## config.mk

```make
export PLATFORM = sky130hd
export DESIGN_NAME = btn_updown_counter
export DESIGN_NICKNAME = d
export VERILOG_FILES = /design/src/rtl/btn_updown_counter.sv
export SDC_FILE = /design/constraint.sdc
export NUM_CORES = 1
export LEC_CHECK = 0
export ABC_AREA = 0
export CAP_MARGIN = 15
export CELL_PAD_IN_SITES_DETAIL_PLACEMENT = 1
export CELL_PAD_IN_SITES_GLOBAL_PLACEMENT = 1
export CORE_UTILIZATION = 37
export CTS_BUF_LIST = sky130_fd_sc_hd__clkbuf_8
export DETAILED_ROUTE_END_ITERATION = 12
export GPL_TIMING_DRIVEN = 1
export PLACE_DENSITY_LB_ADDON = 0.2
export SLEW_MARGIN = 20
export SYNTH_ARGS = -nofsm -noshare
export SYNTH_HDL_FRONTEND = slang
export SYNTH_SLANG_ARGS = --single-unit
```

## constraint.sdc

```tcl
create_clock -name clk -period 2.6 [get_ports clk]
set_clock_uncertainty 0.05 [all_clocks]
set_input_delay 0.26 -clock clk [delete_from_list [all_inputs] [get_ports clk]]
set_output_delay 0.26 -clock clk [all_outputs]
set_load 0.01 [all_outputs]
```

## src/rtl/btn_updown_counter.sv

```systemverilog
// Two-button up/down modulo counter: each raw button is synchronised, debounced and
// auto-repeated by its own FSM, and the accepted steps drive a wrap-or-saturate counter.
module btn_updown_counter #(
  parameter int WIDTH         = 7,
  parameter int MAX           = 99,
  parameter int WRAP          = 1,
  parameter int DB_CYCLES     = 20,
  parameter int REPEAT_DELAY  = 500,
  parameter int REPEAT_PERIOD = 100,
  parameter int CNT_W         = $clog2(((DB_CYCLES > REPEAT_DELAY)
                                  ? ((DB_CYCLES > REPEAT_PERIOD) ? DB_CYCLES : REPEAT_PERIOD)
                                  : ((REPEAT_DELAY > REPEAT_PERIOD) ? REPEAT_DELAY : REPEAT_PERIOD)) + 1)
) (
  input  logic             clk,
  input  logic             rst,
  input  logic             btn_up,
  input  logic             btn_dn,
  input  logic             clr,
  output logic [WIDTH-1:0] num,
  output logic             step_up,
  output logic             step_dn,
  output logic             wrap_evt
);

  typedef enum logic [2:0] {
    S_IDLE,
    S_PRESS,
    S_HELD,
    S_REPEAT,
    S_RELEASE
  } state_t;

  localparam logic [CNT_W-1:0] DB_LAST = CNT_W'(DB_CYCLES - 1);
  localparam logic [CNT_W-1:0] RD_LAST = CNT_W'(REPEAT_DELAY - 1);
  localparam logic [CNT_W-1:0] RP_LAST = CNT_W'(REPEAT_PERIOD - 1);
  localparam bit               RPT_EN  = (REPEAT_DELAY != 0);
  localparam logic [WIDTH-1:0] MAX_V   = WIDTH'(MAX);

  logic [1:0] btn_raw;
  logic [1:0] step_p2;

  assign btn_raw = {btn_dn, btn_up};

  for (genvar g = 0; g < 2; g++) begin : g_btn
    logic             sync_p0;
    logic             sync_p1;
    state_t           state;
    state_t           state_nxt;
    logic [CNT_W-1:0] tmr;
    logic [CNT_W-1:0] tmr_nxt;
    logic             step_nxt;
    logic             step_q;

    // stage p0/p1: synchroniser; p2: FSM state and registered step pulse
    always_ff @(posedge clk or posedge rst) begin
      if (rst) begin
        sync_p0 <= 1'b0;
        sync_p1 <= 1'b0;
        state   <= S_IDLE;
        tmr     <= '0;
        step_q  <= 1'b0;
      end else begin
        sync_p0 <= btn_raw[g];
        sync_p1 <= sync_p0;
        state   <= state_nxt;
        tmr     <= tmr_nxt;
        step_q  <= step_nxt;
      end
    end

    always_comb begin
      state_nxt = state;
      tmr_nxt   = tmr;
      step_nxt  = 1'b0;
      case (state)
        S_IDLE: begin
          if (sync_p1) begin
            state_nxt = S_PRESS;
            tmr_nxt   = CNT_W'(1);
          end
        end
        // >= keeps DB_CYCLES=1 accepting on the sample after entry
        S_PRESS: begin
          if (!sync_p1) begin
            state_nxt = S_IDLE;
            tmr_nxt   = '0;
          end else if (tmr >= DB_LAST) begin
            state_nxt = S_HELD;
            tmr_nxt   = '0;
            step_nxt  = 1'b1;
          end else begin
            tmr_nxt   = tmr + CNT_W'(1);
          end
        end
        S_HELD: begin
          if (!sync_p1) begin
            state_nxt = S_RELEASE;
            tmr_nxt   = CNT_W'(1);
          end else if (RPT_EN && tmr >= RD_LAST) begin
            state_nxt = S_REPEAT;
            tmr_nxt   = '0;
            step_nxt  = 1'b1;
          end else if (RPT_EN) begin
            tmr_nxt   = tmr + CNT_W'(1);
          end
        end
        S_REPEAT: begin
          if (!sync_p1) begin
            state_nxt = S_RELEASE;
            tmr_nxt   = CNT_W'(1);
          end else if (tmr >= RP_LAST) begin
            tmr_nxt   = '0;
            step_nxt  = 1'b1;
          end else begin
            tmr_nxt   = tmr + CNT_W'(1);
          end
        end
        // a glitch back to 1 returns to HELD and restarts the repeat delay silently
        S_RELEASE: begin
          if (sync_p1) begin
            state_nxt = S_HELD;
            tmr_nxt   = '0;
          end else if (tmr >= DB_LAST) begin
            state_nxt = S_IDLE;
            tmr_nxt   = '0;
          end else begin
            tmr_nxt   = tmr + CNT_W'(1);
          end
        end
        default: begin
          state_nxt = S_IDLE;
          tmr_nxt   = '0;
        end
      endcase
    end

    assign step_p2[g] = step_q;
  end

  assign step_up = step_p2[0];
  assign step_dn = step_p2[1];

  // Returns {wrap_evt, next count}; an out-of-range count recovers to 0 on the next up step.
  function automatic logic [WIDTH:0] next_count(input logic [WIDTH-1:0] cur,
                                                input logic up, input logic dn);
    logic [WIDTH-1:0] nxt;
    logic             wev;
    nxt = cur;
    wev = 1'b0;
    if (up && !dn) begin
      if (cur > MAX_V) begin
        nxt = '0;
      end else if (cur == MAX_V) begin
        nxt = (WRAP != 0) ? '0 : MAX_V;
        wev = 1'b1;
      end else begin
        nxt = cur + WIDTH'(1);
      end
    end else if (dn && !up) begin
      if (cur == '0) begin
        nxt = (WRAP != 0) ? MAX_V : '0;
        wev = 1'b1;
      end else begin
        nxt = cur - WIDTH'(1);
      end
    end
    return {wev, nxt};
  endfunction

  // stage p3: counter and wrap flag
  always_ff @(posedge clk or posedge rst) begin
    if (rst) begin
      num      <= '0;
      wrap_evt <= 1'b0;
    end else if (clr) begin
      num      <= '0;
      wrap_evt <= 1'b0;
    end else begin
      {wrap_evt, num} <= next_count(num, step_up, step_dn);
    end
  end

endmodule

```

---- After elaboration in Yosys (flattened, before gate mapping) ----
Cells that the tools add are included.
word-level totals
  memories ................................ 0
  bits in read-only memories .............. 0
  output and inout bits ................... 10
  bits of input ports ..................... 5
  bits in writable memories ............... 0
  word-level logic and storage cells ...... 114
  latch bits .............................. 0
  register bits after elaboration ......... 38
cells by class
  shift operators ......................... 0
  mux-type cells .......................... 62
  bitwise operators ....................... 0
  magnitude comparators ................... 7
  div/mod/pow operators ................... 0
  reductions and logical operators ........ 10
  eq/ne operators ......................... 19
  multiply operators ...................... 0
  add/sub/neg operators ................... 4
operators by type and width
  cell                 count
  $mux 9               16
  $pmux 9 s5           2
  $mux 3               16
  $mux 7               6
  $pmux 3 s5           2
  $add 9x1->9 const B  2
  $ge 9x5->1 const B   2
  $ge 9x7->1 const B   2
  $ge 9x9->1 const B   2
  $mux 1               18
  $ne 3x3->1 const B   6
  $eq 3x2->1 const B   4
  $reduce_and 5->1     2
  $ne 2x2->1 const B   4
  $add 7x1->7 const B  1
  $eq 7x7->1 const B   1
  $gt 7x7->1 const B   1
  $logic_not 7->1      1
  $sub 7x1->7 const B  1
  $eq 3x1->1 const B   2
  $eq 3x3->1 const B   2
  $logic_not 3->1      2
  $pmux 1 s3           2
  $reduce_bool 3->1    1
  2 further kinds      4

---- Logic depth before layout (Yosys ltp) ----
Gate-level depths: netlist of run 1.
  word-level depth ........................ 5
  depth in mapped cells ................... 8
  depth with buffers taken out ............ 7

---- Worst setup path before layout of run 1 ----
No wires, ideal clock.
  path kind ............................... reg-to-reg
  start point ............................. register g_btn[0].tmr[0]
  end point ............................... register g_btn[0].tmr[0]
  slack ................................... 0.684 ns
  data arrival time ....................... 1.775 ns
  data required time ...................... 2.460 ns
  buffers on the path ..................... 0
  library setup time ...................... 0.090 ns
  cell stages (with the launch flop) ...... 7
  path through ............................ dfrtp_1 > ha_1 > a2111oi_4 > nor3b_1 > or3b_1 > o311a_1 > o221ai_1
on the way
  cells in the longest elaborated chain, start to end .. 4
  elaborated cells between the ends (all ways) .. 12
  classes of those cells .................. 1 x add/sub; 3 x order compare; 8 x mux
RTL lines
  what                                    line  text
  start: declaration                      49    logic [CNT_W-1:0] tmr;
  start signal: assignment                66    tmr <= tmr_nxt;
  $add 9x1->9 (tied with other cells)     --
  $mux 9 (on tied branches) (2 in a row)  --
  $pmux 9 s5 (*)                          75    case (state)
Mark *: on every way between the ends. The rest lies on a longest branch, timed or not.
A chain may end at the register's enable or synchronous reset.

---- Worst setup path in the final report of run 1 ----
  start point ............................. register g_btn[0].tmr[0]
  end point ............................... register g_btn[0].tmr[3]
Same word-level chain as after synthesis.

==> run_summary.xml, run 1 <==
<?xml version="1.0" encoding="UTF-8"?>
<metrics>
  <group name="synthesis">
    <metric name="dominantRegCellSynth" unit="">sky130_fd_sc_hd__dfrtp_1</metric>
    <metric name="syn_area_cell" unit="um2">8.35</metric>
    <metric name="synthesis.nets" unit="">316</metric>
    <metric name="synth_top_cell_area_share" unit="%">37.1</metric>
    <metric name="synth_largest_area_cell" unit="">sky130_fd_sc_hd__dfrtp_1</metric>
    <metric name="register_area_share_after_synthesis" unit="%">37.1</metric>
    <metric name="yosys_warnings" unit="">0</metric>
    <metric name="synth_cell_type_count" unit="">61</metric>
    <metric name="postSynthRegisterBits" unit="">38</metric>
    <metric name="ys_async_sr_fraction" unit="%">100</metric>
    <metric name="netlist_area" unit="um2">2560</metric>
    <metric name="synth.top_cells.by_area" unit="">sky130_fd_sc_hd__dfrtp_1 (37%), sky130_fd_sc_hd__o21ai_0 (5.9%), sky130_fd_sc_hd__nand2_1 (4.5%)</metric>
    <metric name="synth-edff-count" unit="">0</metric>
    <metric name="synth_cells" unit="">307</metric>
  </group>
  <group name="critical_path">
    <metric name="timing.critical_path.required" unit="ps">2760</metric>
    <metric name="end_kind" unit="">flop</metric>
    <metric name="critPathLaunchType" unit="">flop</metric>
    <metric name="critical_path_peak_fanout" unit="">9</metric>
    <metric name="timing_worst_setup_path_type" unit="">reg -&gt; reg</metric>
    <metric name="wp_data_arrival" unit="ps">2250</metric>
  </group>
  <group name="die">
    <metric name="die_area" unit="um2">7260</metric>
    <metric name="placeableCoreArea" unit="um2">6530</metric>
    <metric name="start_util" unit="%">39.2</metric>
    <metric name="total_number_of_placement_rows" unit="">29</metric>
    <metric name="ioPinCount" unit="">15</metric>
    <metric name="chipHeight" unit="um">85.2</metric>
    <metric name="die-width" unit="um">85.2</metric>
  </group>
  <group name="global_routing">
    <metric name="grt_start_max_net_pins" unit="">34</metric>
    <metric name="globalRouteOverflowTotal" unit="">0</metric>
    <metric name="wire_length_of_the_first_global_routing_pass" unit="um">11700</metric>
    <metric name="grt_pass1_vias" unit="">2387</metric>
    <metric name="grt.total_usage" unit="%">19.9</metric>
    <metric name="antenna_found_initial" unit="">0</metric>
  </group>
  <group name="run_status">
    <metric name="outcome" unit="">complete, no violations</metric>
  </group>
  <group name="timing">
    <metric name="final-hold-violation-count" unit="">0</metric>
    <metric name="timing.final.max_slew_violations" unit="">0</metric>
    <metric name="fin_setup_tns" unit="ps">0</metric>
    <metric name="max_slew_margin" unit="%">68.4</metric>
    <metric name="timing.final.crit_period" unit="ps">2090</metric>
    <metric name="post-route-period-util" unit="%">80.3</metric>
    <metric name="worst_slew_pin_slew" unit="ps">469</metric>
    <metric name="grt_setup_unrepaired" unit="">no</metric>
    <metric name="setup_violations" unit="">0</metric>
    <metric name="fmax" unit="GHz">0.479</metric>
  </group>
  <group name="power">
    <metric name="leakage_power_summed_over_all_cells" unit="nW">1.13</metric>
    <metric name="vdd_ir_drop_max" unit="uV">228</metric>
    <metric name="power_density" unit="nW/um2">417</metric>
    <metric name="power" unit="W">0.00119</metric>
  </group>
  <group name="detailed_routing">
    <metric name="drt_first_pass_iters" unit="">4</metric>
    <metric name="drt.antenna.violating_nets" unit="">0</metric>
    <metric name="post_drt_via_cell_ratio" unit="">5.90</metric>
    <metric name="post_detailed_route_drc_marker_count" unit="">0</metric>
    <metric name="routed_wl" unit="um">6610</metric>
    <metric name="wl_per_cell" unit="um">16.8</metric>
    <metric name="iter_0_drt_violations" unit="">170</metric>
    <metric name="detailroute.via_count" unit="">2318</metric>
  </group>
  <group name="cts">
    <metric name="clock_sink_count" unit="">38</metric>
    <metric name="holdBufCountCts" unit="">0</metric>
    <metric name="cts_resized" unit="">0</metric>
    <metric name="postCtsSetupRepairBufs" unit="">0</metric>
    <metric name="root_buf_cell" unit="">sky130_fd_sc_hd__clkbuf_8</metric>
    <metric name="numCtsBuffers" unit="">5</metric>
    <metric name="cts_tree" unit="">built</metric>
    <metric name="clk_transition_reported_paths" unit="ps">80</metric>
    <metric name="worst_skew_pair_later_pin_latency" unit="ps">290</metric>
    <metric name="cts_htree_levels" unit="">2</metric>
    <metric name="cts_max_path_buffers" unit="">2</metric>
  </group>
  <group name="finish">
    <metric name="layout-drive-gt1-share" unit="%">9.18</metric>
    <metric name="final_design_area_no_fill" unit="um2">2840</metric>
    <metric name="flow.area_growth_from_synthesis" unit="%">10.9</metric>
    <metric name="antenna_cells" unit="">0</metric>
    <metric name="layout.nets" unit="">324</metric>
  </group>
  <group name="placed_design">
    <metric name="port_buffers" unit="">14</metric>
    <metric name="gp_congestion" unit="">0.791</metric>
    <metric name="dp_hpwl" unit="um">4850</metric>
    <metric name="placedInstanceArea" unit="um2">2750</metric>
  </group>
  <group name="min_path">
    <metric name="hold_path.class" unit="">in -&gt; async</metric>
  </group>
  <group name="flow_run">
    <metric name="timing.max_cap.violations" unit="">0</metric>
  </group>
</metrics>
## cell type report
cell class,count,area (um2)
fill,805,3690
tap,77,96.3
clock buffer,6,82.6
inverter,9,33.8
timing repair buffer,19,178
sequential,38,951
multi-input combinational,242,1490
clock inverter,2,8.76
## path summary, 6_finish.rpt
path | start | to | slack [ps] | depth (start not counted)
worst max-delay path | g_btn[0].tmr[0] | g_btn[0].tmr[3] | 510 | 6
worst min-delay path | rst | g_btn[0].sync_p1 | 130 | 2
worst max register to register | g_btn[0].tmr[0] | g_btn[0].tmr[3] | 510 | 6
worst min register to register | g_btn[1].sync_p0 | g_btn[1].sync_p1 | 310 | 0
max in group asynchronous | rst | g_btn[1].tmr[7] | 1670 | 3
min in group clk | g_btn[1].sync_p0 | g_btn[1].sync_p1 | 310 | 0
## kinds of logic after synthesis
kind of cell	after synthesis	share of synthesized area, %
flip-flops	38	37.1
XOR/XNOR	5	1.71
adder cells (fa/ha/maj)	4	1.95
AO/OA/AOI/OAI	94	23.9
AND/OR/NAND/NOR	137	29.8
buffers and inverters	27	4.64
multiplexers	2	0.830
## worst max-delay path, cell delays in order, from the launching register on
cell	delay [ps]
sky130_fd_sc_hd__dfrtp_1	490
sky130_fd_sc_hd__ha_1	330
sky130_fd_sc_hd__a2111oi_4	360
sky130_fd_sc_hd__nor2b_1	130
sky130_fd_sc_hd__a21oi_2	360
sky130_fd_sc_hd__nor3_4	130
sky130_fd_sc_hd__o21ai_1	160
## registers in the layout, summed over array words and instances, names as in the netlist
register / flops
wrap_evt: 1
g_btn.sync_p1: 2
step_up: 1
g_btn.tmr: 18
g_btn.state: 6
g_btn.sync_p0: 2
step_dn: 1
num: 7
## per-stage QoR
stage	worst slack [ps]	cells	hold WS [ps]	util, %
after floorplan	684	307	241	-
after global placement	578	385	285	42.1
after detailed placement	505	385	288	42.1
after CTS	484	393	130	43.5
after global routing	306	393	135	43.5
final	512	393	131	43.5
## layout by cell type (no fill, tap or decap), types with 2 or more instances in the layout
cell type and instances:
sky130_fd_sc_hd__a21o_1 2, sky130_fd_sc_hd__a21oi_1 14, sky130_fd_sc_hd__a22oi_1 2, sky130_fd_sc_hd__a311oi_1 3, sky130_fd_sc_hd__a31oi_1 5, sky130_fd_sc_hd__and3_1 5
sky130_fd_sc_hd__and4bb_2 2, sky130_fd_sc_hd__buf_4 5, sky130_fd_sc_hd__clkbuf_8 6, sky130_fd_sc_hd__clkdlybuf4s50_1 14, sky130_fd_sc_hd__dfrtp_1 38, sky130_fd_sc_hd__ha_1 4
sky130_fd_sc_hd__inv_1 10, sky130_fd_sc_hd__nand2_1 31, sky130_fd_sc_hd__nand2b_1 4, sky130_fd_sc_hd__nand3_1 16, sky130_fd_sc_hd__nand3b_1 2, sky130_fd_sc_hd__nand4_1 3
sky130_fd_sc_hd__nor2_1 30, sky130_fd_sc_hd__nor2b_1 11, sky130_fd_sc_hd__nor3_1 8, sky130_fd_sc_hd__nor3_2 2, sky130_fd_sc_hd__nor3_4 3, sky130_fd_sc_hd__nor3b_1 4
sky130_fd_sc_hd__nor4_1 3, sky130_fd_sc_hd__nor4_2 2, sky130_fd_sc_hd__o21ai_0 30, sky130_fd_sc_hd__o21ai_1 10, sky130_fd_sc_hd__o22ai_1 4, sky130_fd_sc_hd__o311ai_0 2
sky130_fd_sc_hd__o31ai_1 3, sky130_fd_sc_hd__o32ai_1 3, sky130_fd_sc_hd__or2_2 3, sky130_fd_sc_hd__or3_1 2, sky130_fd_sc_hd__xnor2_1 2, sky130_fd_sc_hd__xor2_1 3
## cells in the mapped netlist (all sizes together), types with 3 or more instances
library cell and number:
o31ai 3, nor3 13, o21ai 40, ha 4, xor2 3, dfrtp 38, clkbuf 8, buf 10
nand4 3, nor3b 4, a311oi 3, nor2b 11, inv 9, a21oi 15, nor2 30, nand2b 4
o32ai 3, and3 5, nand3 16, a31oi 5, or2 3, nor4 5, nand2 31, o22ai 4
## power breakdown
group	internal (W)	leakage (nW)	switching [W]
combinational	0.0000581	0.565	0.0000730
clock	0.000210	0.0524	0.000207
sequential	0.000606	0.510	0.0000332
## per-layer routing
metal	vias to the layer above	global-route usage, %	wire [um]
li1	1147	-	-
met4	0	3.24	29
met5	-	0	0
met3	4	3.70	142
met2	21	34.8	3200
met1	1146	26.1	3240
(Power assumes the default switching activity.)
==> run 2: changes to the inputs <==
==> constraint.sdc (replaced) <==
create_clock -name clk -period 1.7 [get_ports clk]
set_clock_uncertainty 0.05 [all_clocks]
set_input_delay 0.17 -clock clk [delete_from_list [all_inputs] [get_ports clk]]
set_output_delay 0.17 -clock clk [all_outputs]
set_load 0.01 [all_outputs]
==> run_summary.xml, run 2 (synthesized netlist as in run 1, its figures left out) <==
<?xml version="1.0" encoding="UTF-8"?>
<metrics>
  <group name="run_status">
    <metric name="failing_checks" unit="">setup timing</metric>
    <metric name="outcome" unit="">complete, but fails checks</metric>
  </group>
  <group name="power">
    <metric name="power_density" unit="nW/um2">532</metric>
    <metric name="switching_share" unit="%">28.9</metric>
    <metric name="pwr-share-clk" unit="%">33.2</metric>
    <metric name="p_int" unit="W">0.00145</metric>
    <metric name="power.sequential.fraction" unit="%">47.8</metric>
    <metric name="power.share.combinational" unit="%">19.0</metric>
    <metric name="leakage_power_summed_over_all_cells" unit="nW">1.63</metric>
    <metric name="vdd_ir_drop_max" unit="uV">299</metric>
    <metric name="netSwitchingPower" unit="W">0.000587</metric>
  </group>
  <group name="timing">
    <metric name="setup_violations" unit="">21</metric>
    <metric name="postLayoutSetupSlackWorst" unit="ps">-248</metric>
    <metric name="max_slew_margin" unit="%">68.7</metric>
    <metric name="grt_setup_unrepaired" unit="">yes</metric>
    <metric name="fin_setup_tns" unit="ps">-3340</metric>
    <metric name="post-route-period-util" unit="%">115</metric>
    <metric name="final-hold-violation-count" unit="">0</metric>
    <metric name="timing.final.max_slew_violations" unit="">0</metric>
    <metric name="worst_slew_pin_slew" unit="ps">469</metric>
    <metric name="timing.final.crit_period" unit="ps">1950</metric>
    <metric name="fmax" unit="GHz">0.513</metric>
  </group>
  <group name="detailed_routing">
    <metric name="routed_wl" unit="um">9050</metric>
    <metric name="drt.antenna.violating_nets" unit="">0</metric>
    <metric name="wl_per_cell" unit="um">19.1</metric>
    <metric name="post_detailed_route_drc_marker_count" unit="">0</metric>
    <metric name="iter_0_drt_violations" unit="">82</metric>
    <metric name="post_drt_via_cell_ratio" unit="">5.95</metric>
    <metric name="detailroute.via_count" unit="">2821</metric>
    <metric name="drt_first_pass_iters" unit="">4</metric>
  </group>
  <group name="placed_design">
    <metric name="port_buffers" unit="">14</metric>
    <metric name="placedInstanceArea" unit="um2">3230</metric>
    <metric name="gp_congestion" unit="">0.845</metric>
    <metric name="dp_hpwl" unit="um">5380</metric>
    <metric name="dpl_worst_slack" unit="ps">-210</metric>
  </group>
  <group name="cts">
    <metric name="holdBufCountCts" unit="">0</metric>
    <metric name="worst_skew_pair_later_pin_latency" unit="ps">290</metric>
    <metric name="cts_tree" unit="">built</metric>
    <metric name="clock_sink_count" unit="">38</metric>
    <metric name="clk_transition_reported_paths" unit="ps">80</metric>
    <metric name="numCtsBuffers" unit="">5</metric>
    <metric name="cts_max_path_buffers" unit="">2</metric>
    <metric name="root_buf_cell" unit="">sky130_fd_sc_hd__clkbuf_8</metric>
    <metric name="cts_htree_levels" unit="">2</metric>
  </group>
  <group name="finish">
    <metric name="layout_commonest_cell" unit="">sky130_fd_sc_hd__buf_4</metric>
    <metric name="layout.cells.most_common_list" unit="">sky130_fd_sc_hd__buf_4 (74), sky130_fd_sc_hd__nand2_1 (31), sky130_fd_sc_hd__nor2_1 (29)</metric>
    <metric name="largest_register_ffs" unit="">18</metric>
    <metric name="layout-drive-gt1-share" unit="%">40.6</metric>
    <metric name="flow.area_growth_from_synthesis" unit="%">49.4</metric>
    <metric name="final_design_area_no_fill" unit="um2">3830</metric>
    <metric name="finish.utilization" unit="%">58.6</metric>
    <metric name="registers.top_by_ff_count" unit="">g_btn.tmr</metric>
    <metric name="reg.largest.list" unit="">g_btn.tmr x18, num x7, g_btn.state x6</metric>
    <metric name="layout.nets" unit="">405</metric>
    <metric name="antenna_cells" unit="">0</metric>
  </group>
  <group name="die">
    <metric name="die-width" unit="um">85.2</metric>
    <metric name="placeableCoreArea" unit="um2">6530</metric>
    <metric name="total_number_of_placement_rows" unit="">29</metric>
    <metric name="chipHeight" unit="um">85.2</metric>
    <metric name="start_util" unit="%">39.2</metric>
    <metric name="ioPinCount" unit="">15</metric>
    <metric name="die_area" unit="um2">7260</metric>
  </group>
  <group name="critical_path">
    <metric name="cpPeakStageDelay" unit="ps">460</metric>
    <metric name="critPathLaunchType" unit="">flop</metric>
    <metric name="critical_path_peak_fanout" unit="">5</metric>
    <metric name="worst_r2r_endpoint" unit="">g_btn[1].tmr[7]</metric>
    <metric name="worstSetupStartpoint" unit="">g_btn[1].tmr[0]</metric>
    <metric name="worst-r2r-setup-slack" unit="ps">-250</metric>
    <metric name="timing.critical_path.slowest_stage_cell" unit="">sky130_fd_sc_hd__dfrtp_2</metric>
    <metric name="timing.critical_path.required" unit="ps">1870</metric>
    <metric name="timing_worst_setup_path_type" unit="">reg -&gt; reg</metric>
    <metric name="end_kind" unit="">flop</metric>
    <metric name="crit_chain" unit="">ha_4, a2111o_1, a41o_1, nor3_4, nor3_4, o21ai_1</metric>
    <metric name="r2r_cells" unit="">6</metric>
    <metric name="wp_data_arrival" unit="ps">2120</metric>
    <metric name="timing.critical_path.to" unit="">g_btn[1].tmr[7]</metric>
    <metric name="rr_startpoint" unit="">g_btn[1].tmr[0]</metric>
    <metric name="worst_path_most_repeated_cell" unit="">sky130_fd_sc_hd__nor3_4</metric>
  </group>
  <group name="global_routing">
    <metric name="grt.total_usage" unit="%">24.7</metric>
    <metric name="grt_pass1_vias" unit="">2844</metric>
    <metric name="antenna_found_initial" unit="">0</metric>
    <metric name="globalRoute.busiestLayer" unit="">met2</metric>
    <metric name="grt_start_max_net_pins" unit="">39</metric>
    <metric name="use_met3" unit="%">3.40</metric>
    <metric name="grt.met1_usage" unit="%">31.3</metric>
    <metric name="global_routing_usage_on_met2" unit="%">43.9</metric>
    <metric name="globalRouteOverflowTotal" unit="">0</metric>
    <metric name="wire_length_of_the_first_global_routing_pass" unit="um">14100</metric>
  </group>
  <group name="flow_run">
    <metric name="timing.max_cap.violations" unit="">0</metric>
  </group>
  <group name="min_path">
    <metric name="hold_path.class" unit="">in -&gt; async</metric>
  </group>
</metrics>
[run 2: cell count changes in the layout (fill, tap and decap cells not counted), moves of 6 or more]
cell,before,now
sky130_fd_sc_hd__o21ai_2,0,8
sky130_fd_sc_hd__dfrtp_2,0,10
sky130_fd_sc_hd__buf_4,5,74
sky130_fd_sc_hd__buf_6,0,10
sky130_fd_sc_hd__nor2b_1,11,5
sky130_fd_sc_hd__o21ai_0,30,20
sky130_fd_sc_hd__dfrtp_1,38,28
[run 2: worst min path at each step]
stage	from	slack (ps)	to	depth (start not counted)
after global placement	g_btn[1].sync_p0	290	g_btn[1].sync_p1	0
final	rst	190	g_btn[0].tmr[0]	3
after CTS	rst	190	g_btn[1].tmr[5]	3
after floorplan	btn_up	150	g_btn[0].sync_p0	0
after detailed placement	g_btn[0].sync_p0	290	g_btn[0].sync_p1	0
after global routing	rst	210	g_btn[0].tmr[0]	3
[run 2: final cells by class]
type | instances | area, um2
timing repair buffer | 100 | 848
fill | 752 | 2700
inverter | 9 | 33.8
clock buffer | 6 | 82.6
multi-input combinational | 242 | 1790
clock inverter | 2 | 8.76
sequential | 38 | 963
tap | 77 | 96.3
[run 2: layer usage]
metal / routed length (um) / part of all wire, % / up-vias
met5: 0 / 0 / -
met4: 203 / 2.2 / 0
met3: 259 / 2.9 / 21
met2: 4540 / 50 / 61
met1: 4050 / 45 / 1433
li1: - / - / 1306
[run 2: per-stage QoR]
stage          std cells  hold WS [ps]  power (W)
2_1_floorplan        307           151    0.00114
3_3_place_gp         442           289    0.00126
3_5_place_dp         442           288    0.00127
4_1_cts              466           193    0.00199
5_1_grt              474           211    0.00210
6_report             474           190    0.00203
[run 2: critical path: cells and delay by family (launching register included)]
| kind | cells | cell delay [ps] |
|---|---|---|
| flip-flops | 1 | 460 |
| AO/OA/AOI/OAI | 3 | 820 |
| adder cells (fa/ha/maj) | 1 | 180 |
| AND/OR/NAND/NOR | 2 | 370 |
[run 2: repair_timing]
| action | in CTS | in global routing |
|---|---|---|
| endpoints found under the setup margin | 24 | 30 |
| resized for setup | 32 | 53 |
| setup buffers | 16 | 11 |
| pin swaps | 15 | 22 |
[run 2: power by group through the flow]
stage	Combinational, W	Sequential (W)	Clock, W
floorplan	0.000159	0.000976	0
detailed placement	0.000283	0.000983	0
global placement	0.000276	0.000981	0
CTS	0.000339	0.000966	0.000688
global route	0.000415	0.000976	0.000713
finish	0.000386	0.000972	0.000676
